**src/rtl/portao_pkg.sv**
```systemverilog
// portao_pkg: shared definitions for the gate plant emulator.
//   estado_t      : plant state encoding, also driven on the estado debug port
//   SEG_0..SEG_F  : active-low 7-segment patterns {g,f,e,d,c,b,a}
//   SENTIDO_*     : direction command values
package portao_pkg;

  typedef enum logic [2:0] {
    FECHADO  = 3'd0,
    ABRINDO  = 3'd1,
    FECHANDO = 3'd2,
    PARCIAL  = 3'd3,
    ABERTO   = 3'd4
  } estado_t;

  localparam logic SENTIDO_ABRIR  = 1'b1;
  localparam logic SENTIDO_FECHAR = 1'b0;

  localparam logic [6:0] SEG_0 = 7'b1000000;
  localparam logic [6:0] SEG_1 = 7'b1111001;
  localparam logic [6:0] SEG_2 = 7'b0100100;
  localparam logic [6:0] SEG_3 = 7'b0110000;
  localparam logic [6:0] SEG_4 = 7'b0011001;
  localparam logic [6:0] SEG_5 = 7'b0010010;
  localparam logic [6:0] SEG_6 = 7'b0000010;
  localparam logic [6:0] SEG_7 = 7'b1111000;
  localparam logic [6:0] SEG_8 = 7'b0000000;
  localparam logic [6:0] SEG_9 = 7'b0010000;
  localparam logic [6:0] SEG_A = 7'b0001000;
  localparam logic [6:0] SEG_B = 7'b0000011;
  localparam logic [6:0] SEG_C = 7'b1000110;
  localparam logic [6:0] SEG_D = 7'b0100001;
  localparam logic [6:0] SEG_E = 7'b0000110;
  localparam logic [6:0] SEG_F = 7'b0001110;

endpackage

```
**src/rtl/portao_planta_hex7seg.sv**
```systemverilog
// hex7seg: combinational 4-bit to active-low 7-segment decoder.
//   valor    in  4  hex digit
//   segmentos out 7 active-low segments {g,f,e,d,c,b,a}
module hex7seg
  import portao_pkg::*;
(
  input  logic [3:0] valor,
  output logic [6:0] segmentos
);

  always_comb begin
    segmentos = SEG_0;
    case (valor)
      4'h0: segmentos = SEG_0;
      4'h1: segmentos = SEG_1;
      4'h2: segmentos = SEG_2;
      4'h3: segmentos = SEG_3;
      4'h4: segmentos = SEG_4;
      4'h5: segmentos = SEG_5;
      4'h6: segmentos = SEG_6;
      4'h7: segmentos = SEG_7;
      4'h8: segmentos = SEG_8;
      4'h9: segmentos = SEG_9;
      4'hA: segmentos = SEG_A;
      4'hB: segmentos = SEG_B;
      4'hC: segmentos = SEG_C;
      4'hD: segmentos = SEG_D;
      4'hE: segmentos = SEG_E;
      default: segmentos = SEG_F;
    endcase
  end

endmodule

```
**src/rtl/portao_planta.sv**
```systemverilog
// portao_planta: gate plant emulator. Turns the controller's motor/sentido
// commands into gate travel (position counter stepped every PASSO_DIV
// motor-on cycles) and reports the limit switches back.
// Ports:
//   clock, reset_n      : clock (rising edge), synchronous active-low reset
//   motor, sentido      : motor on, direction (1 open / 0 close)
//   aberto, fechado     : limit switches, decoded from posicao
//   movendo             : one-cycle pulse on each position step
//   sobrecarga          : motor driving into an active limit
//   posicao, display    : position and its active-low hex digit
//   estado              : debug view of the plant state
// Optional (macro OBSTACULO_EN): obstaculo in, bloqueado out; an obstacle
// freezes closing travel while present.
// Handshake: none; commands are level-sensitive and sampled every rising edge.
module portao_planta
  import portao_pkg::*;
#(
  parameter int CURSO     = 15,
  parameter int PASSO_DIV = 4
) (
  input  logic       clock,
  input  logic       reset_n,
  input  logic       motor,
  input  logic       sentido,
`ifdef OBSTACULO_EN
  input  logic       obstaculo,
  output logic       bloqueado,
`endif
  output logic       aberto,
  output logic       fechado,
  output logic       movendo,
  output logic       sobrecarga,
  output logic [3:0] posicao,
  output logic [6:0] display,
  output logic [2:0] estado
);

  localparam int            PW         = (PASSO_DIV > 1) ? $clog2(PASSO_DIV) : 1;
  localparam logic [PW-1:0] PRESC_MAX  = PW'(PASSO_DIV - 1);
  localparam logic [3:0]    CURSO_L    = 4'(CURSO);

  estado_t       est_q, est_n;
  logic [PW-1:0] presc_q, presc_n, base;
  logic [3:0]    pos_n;
  logic          sentido_q;
  logic          abrir, fechar, stall, inibe, anda, passo;

  always_comb begin
    abrir   = motor && (sentido == SENTIDO_ABRIR);
    fechar  = motor && (sentido == SENTIDO_FECHAR);
    stall   = (abrir && posicao == CURSO_L) || (fechar && posicao == 4'd0);
`ifdef OBSTACULO_EN
    inibe   = obstaculo && fechar && (posicao != 4'd0);
`else
    inibe   = 1'b0;
`endif
    anda    = motor && !stall && !inibe;
    // A reversal discards the partial count, so the new direction waits a
    // full PASSO_DIV cycles; the reversal cycle itself is the first of them.
    base    = (sentido != sentido_q) ? '0 : presc_q;
    presc_n = '0;
    pos_n   = posicao;
    passo   = 1'b0;
    if (anda) begin
      if (base == PRESC_MAX) begin
        passo = 1'b1;
        pos_n = abrir ? posicao + 4'd1 : posicao - 4'd1;
      end else begin
        presc_n = base + PW'(1);
      end
    end
    est_n = PARCIAL;
    if (!motor) begin
      if (pos_n == 4'd0)         est_n = FECHADO;
      else if (pos_n == CURSO_L) est_n = ABERTO;
      else                       est_n = PARCIAL;
    end else if (abrir) begin
      est_n = (pos_n == CURSO_L) ? ABERTO : ABRINDO;
    end else begin
      est_n = (pos_n == 4'd0) ? FECHADO : FECHANDO;
    end
  end

  always_ff @(posedge clock) begin
    if (!reset_n) begin
      posicao    <= 4'd0;
      presc_q    <= '0;
      est_q      <= FECHADO;
      movendo    <= 1'b0;
      sobrecarga <= 1'b0;
    end else begin
      posicao    <= pos_n;
      presc_q    <= presc_n;
      est_q      <= est_n;
      movendo    <= passo;
      sobrecarga <= stall;
    end
  end

  // Direction history only; its value right after reset is irrelevant
  // because the counter is already zero.
  always_ff @(posedge clock) begin
    sentido_q <= sentido;
  end

`ifdef OBSTACULO_EN
  always_ff @(posedge clock) begin
    if (!reset_n) bloqueado <= 1'b0;
    else          bloqueado <= inibe;
  end
`endif

  assign aberto  = (posicao == CURSO_L);
  assign fechado = (posicao == 4'd0);
  assign estado  = est_q;

  hex7seg u_hex7seg (
    .valor     (posicao),
    .segmentos (display)
  );

endmodule

```
**config.mk**
```make
export PLATFORM = sky130hd
export DESIGN_NAME = portao_planta
export DESIGN_NICKNAME = d
export VERILOG_FILES = /design/src/rtl/portao_pkg.sv /design/src/rtl/portao_planta_hex7seg.sv /design/src/rtl/portao_planta.sv
export SDC_FILE = /design/constraint.sdc
export NUM_CORES = 1
export LEC_CHECK = 0
export CELL_PAD_IN_SITES_DETAIL_PLACEMENT = 0
export CELL_PAD_IN_SITES_GLOBAL_PLACEMENT = 1
export CORE_MARGIN = 2
export CORE_UTILIZATION = 38
export CTS_CLUSTER_SIZE = 10
export DETAILED_ROUTE_END_ITERATION = 6
export GPL_TIMING_DRIVEN = 0
export HOLD_SLACK_MARGIN = 0.1
export PLACE_DENSITY = 0.83
export RECOVER_POWER = 25
export SLEW_MARGIN = 15
export SYNTH_ARGS = -nofsm -noshare
export SYNTH_HDL_FRONTEND = slang
export SYNTH_SLANG_ARGS = --single-unit
```
**constraint.sdc**
```tcl
create_clock -name clock -period 3.2 [get_ports clock]
set_input_delay 0.64 -clock clock [delete_from_list [all_inputs] [get_ports clock]]
set_output_delay 0.64 -clock clock [all_outputs]
set_load 0.005 [all_outputs]
```
# Yosys cells after proc, flatten, opt, wreduce, memory -nomap -nowiden
# Memories as Yosys holds them, arrays and structs flattened. A register that Yosys moved wholly into a read port is not among the register bits.
# Cells that the tools add are included.
# W data, S select, Z words.
op_classes:
  add_sub_neg: 3
  muxes: 12
  bitwise_logic: 3
  n_reduce_logical: 11
  n_eq_ne: 4
ops:
  columns: ["op", "count"]
  rows:
  - ["$mux W4", 4]
  - ["$mux W3", 5]
  - ["$eq A4 B4 Y1 const B", 2]
  - ["$logic_not A4 Y1", 2]
  - ["$logic_and A1 B1 Y1", 5]
  - ["$add A4 B1 Y4 const B", 1]
  - ["$mux W2", 2]
  - ["$sub A4 B1 Y4 const B", 1]
  - ["$not A1 Y1", 3]
  - ["$reduce_or A3 Y1", 1]
  - ["$add A2 B1 Y2 const B", 1]
  - ["$eq A2 B2 Y1 const B", 1]
  - ["$reduce_and A2 Y1", 1]
  - ["$logic_not A1 Y1", 1]
  - ["$logic_or A1 B1 Y1", 1]
  - ["$mux W1", 1]
  - ["$ne A1 B1 Y1", 1]
word_totals:
  regBits: 12
  word_cells: 40
  output_inout_bits: 18
  n_memories: 1
  rom_bits: 112
memory_table:
  columns: ["name", "depth", "width", "rd", "rd_ports_with_merged_regs", "write_ports", "line", "text"]
  rows:
  - ["(name not given)", 16, 7, 1, 1, 0, "portao_planta_hex7seg.sv:13", "case (valor)"]

# Logic depth before layout (Yosys ltp)
depth:
  ltp_word: 11
  ltp_mapped: 12

# By module
# Synthesis repeated with hierarchy kept, for this count alone.
hier_totals:
  cells_unflattened: 112
  area_unflattened_um2: 1009.7
by_module_without_submodules:
  columns: ["mod", "area_per_inst_um2", "instances", "cells_each"]
  rows:
  - ["portao_planta", 739.5, 1, 77]
  - ["hex7seg", 270.3, 1, 35]

# Worst setup path before layout
# OpenSTA, ideal clock, no wires.
synth_path:
  path_kind: "input-to-reg"
  from: "in sentido"
  to: "reg u_hex7seg.segmentos[3] (netlist name)"
  stages: 11
  setup_time_ns: 0.126
  path_slack_ns: 0.603
  arrival_time_ns: 2.471
  required_time_ns: 3.074
  path_cell_list: "xnor2_1 > and2_1 > ha_1 > nand3b_1 > o22ai_4 > mux2i_2 > nand2b_1 > buf_6 > inv_1 > o211ai_1 > o21ai_0"
synth_between:
  elab_chain_cells: 8
synth_rtl:
  columns: ["element", "line", "text"]
  rows:
  - ["start: declaration", "portao_planta.sv:24", "input logic sentido,"]
  - ["branches (longest 6 deep; another with $mux W4)", null, null]
  - ["$mux W4 (*)", "portao_planta.sv:64", "if (anda) begin"]
  - ["$mux W4 (no line) (*)", null, null]
# Every way passes the cells marked *.
# A chain may end at the register's enable or synchronous reset.

# Final worst setup path
layout_path:
  from: "in motor"
  to: "reg est_q[1], in the netlist estado[1]"
layout_between:
  elab_chain_cells: 10
layout_rtl:
  columns: ["element", "line", "text"]
  rows:
  - ["start: declaration", "portao_planta.sv:23", "input logic motor,"]
  - ["$logic_and A1 B1 Y1, on equally long branches", "portao_planta.sv:49, portao_planta.sv:50", null]
  - ["$logic_and A1 B1 Y1", "portao_planta.sv:51", "stall = (abrir && posicao == CURSO_L) || (fechar && posicao == 4'd0);"]
  - ["$logic_or A1 B1 Y1", "portao_planta.sv:51", null]
  - ["$logic_not A1 Y1", "portao_planta.sv:57", "anda = motor && !stall && !inibe;"]
  - ["$logic_and A1 B1 Y1", "portao_planta.sv:57", null]
  - ["$mux W4", "portao_planta.sv:64", null]
  - ["$eq A4 B4 Y1 or $logic_not A4 Y1 (tied branches)", "portao_planta.sv:75, portao_planta.sv:74, portao_planta.sv:80", null]
  - ["$mux W3 or $mux W2 (tied branches)", "portao_planta.sv:75, portao_planta.sv:80", null]
  - ["$mux W3, on equally long branches", "portao_planta.sv:74, portao_planta.sv:77", null]
  - ["$mux W3 (*)", "portao_planta.sv:73", "if (!motor) begin"]
  - ["end signal: assignment", "portao_planta.sv:94", "est_q <= est_n;"]
  - ["end: declaration", "portao_planta.sv:42", "estado_t est_q, est_n;"]
# Mark *: on every way between the ends. The rest lies on a longest branch, timed or not.

==> results.cfg <==
[outcome]
status = completed

[setup_path]
path_cells = clkdlybuf4s50_1 -> nand2_1 -> ha_1 -> a21oi_1 -> a211oi_1 -> a31oi_2 -> xor2_1 -> a211o_1 -> o2111a_1
slowest_delay_ps = 600
crit_type = in2reg
cp_slowest_cell = clkdlybuf4s50_1
arrival_ps = 3190
crit_path_max_fanout = 7
crit_path_end_kind = flip-flop
startpoint_type = primary input
cp.required_ps = 3390

[final_layout]
layout.nets = 155
fin_util = 0.505
fin_cells = 171
drive_gt1_frac = 0.100
layout_common_cells = 19 x dfxtp_1, 13 x inv_1, 13 x clkdlybuf4s50_1
syn2layout_area_growth_pct = 25.8
insertedDiodeCount = 0
layout_commonest_cell = dfxtp_1

[power_and_ir_drop]
leakage_nw = 0.598
power_density_nw_per_um2 = 276
vdd.ir_drop.worst_mv = 0.156

[die]
die_area_um2 = 3360
start_util = 0.401
die_h_um = 58.0
fp.dieW_um = 58.0
fp-row-count = 19
core_um2 = 2760
io_pins = 22

[routing]
wl_per_cell_um = 12.8
vias = 904
drc = 0
routed_wl_mm = 2.19
firstDrtPassIters = 4
vias_per_cell = 5.29
drtAntennaViolNets = 0
drt_iter0_markers = 15

[grt]
grt_max_degree = 11
grt_pass1_wl_mm = 3.95
grt_usage = 0.151
grt_overflow = 0
antenna_found_initial = 0
grt_pass1_vias = 892

[logic_synthesis]
synth_flop_cell = dfxtp_1
synth_edf_count = 0
synth-seq-cells = 19
synth.distinct_cells = 41
synth_top_cell_by_area = dfxtp_1
synth_nets = 128
syn-instance-count = 114
syn_avg_cell_area_um2 = 9.70
netlist_area_um2 = 1110
netlist_top_cells_area = dfxtp_1 34%, ha_1 10%, nand3_1 4.5%
synthDominantCellAreaShare = 0.344
async_flop_share = 0
ys_warn_count = 0
seq_area_frac_synth = 0.344

[cts]
cts_buffer_depth = 2
htreeDepth = 1
clk_pin_slew_ps = 100
cts_buffers = 3
cts_sinks = 19
clock-root-buffer = clkbuf_4
hold_buffers = 0
tritoncts = done
clk_latency_ps = 290

[timing]
tightest_slew_ps = 485
slew_violations = 0
post-route-period-util = 0.936
min_period_ps = 3000
setup_tns_ps = 0
rsz0062_at_grt = no
slew_headroom = 0.675
fin_ws_ps = 204
finalHoldViolations = 0
max_freq_mhz = 334
fin_worst_skew_ps = 3.26
setup_viol = 0

[placed_design]
portBuffers = 21
dp_cells = 166
hpwl_mm = 1.68
place_congestion = 0.804
pre_cts_slack_ps = -336

[flow_run]
cap_violations = 0

[hold_path]
hp-class = reg2reg
per-stage QoR:
stage,area [um2],power [W],hold slack [ps]
2_1_floorplan,1110,0.000257,503
3_3_place_gp,1360,0.000268,518
3_5_place_dp,1360,0.000268,537
4_1_cts,1390,0.000388,556
5_1_grt,1390,0.000401,589
6_report,1390,0.000384,567
sequential cells by signal (all words and copies together) (netlist names):
register,cells
u_hex7seg.segmentos,7
posicao,4
estado,3
presc_q,2
movendo,1
sentido_q,1
sobrecarga,1
final timing paths:
kind,start,endpoint,slack [ps],cells after the start
setup / recovery,motor,estado[1],200,9
hold / removal,presc_q[0],presc_q[0],570,2
setup reg to reg,sentido_q,u_hex7seg.segmentos[0],640,11
hold reg to reg,presc_q[0],presc_q[0],570,2
per-layer routing:
metal	vias up	GRT usage	routed length, um
met3	4	0.0156	88
met5	-	0	0
met2	27	0.240	981
met1	423	0.210	1080
li1	450	-	-
met4	0	0.0598	36
worst max-delay path, delay by kind of cell:
family	cells	cell delay (ps)
AOI/OAI and AO/OA	5	1220
buffers and inverters	1	600
adders and majority gates	1	360
xor gates and xnor gates	1	190
and+or+nand+nor	1	180
cell families after synthesis:
logic type / count (synthesis) / synth area share
compound gates: 17 / 0.136
xor+xnor: 6 / 0.0475
fa+ha+maj: 10 / 0.120
buf+inv: 17 / 0.0724
flops: 19 / 0.344
mux: 7 / 0.0871
simple gates: 38 / 0.193
final cells by class:
class / instances / area [um2]
plain buffers: 4 / 31.3
well taps: 31 / 38.8
multi-input cells: 78 / 654
fillers: 279 / 1370
repair buffers: 22 / 211
flip-flops and latches: 19 / 380
inverters: 13 / 48.8
clock buffers: 4 / 26.3
power by group:
group	switching [W]	internal [W]
registers	0.000000638	0.000239
clock network	0.0000728	0.0000485
logic	0.0000127	0.0000102
total	0.0000862	0.000298
cell usage after synthesis (3+ instances only):
cell type,number
nand3_1,10
dfxtp_1,19
mux2i_1,3
inv_1,13
ha_1,9
nor4_1,3
xnor2_1,5
nor2_1,4
nand2_1,8
nand2b_1,3
what timing repair did:
action | in CTS | in global routing
endpoints found under the setup margin | 1 | 7
cloned | 0 | 0
pin swaps | 0 | 1
setup buffers | 0 | 1
resized for setup | 1 | 1
Note: power is estimated with default switching activity, not from simulation.
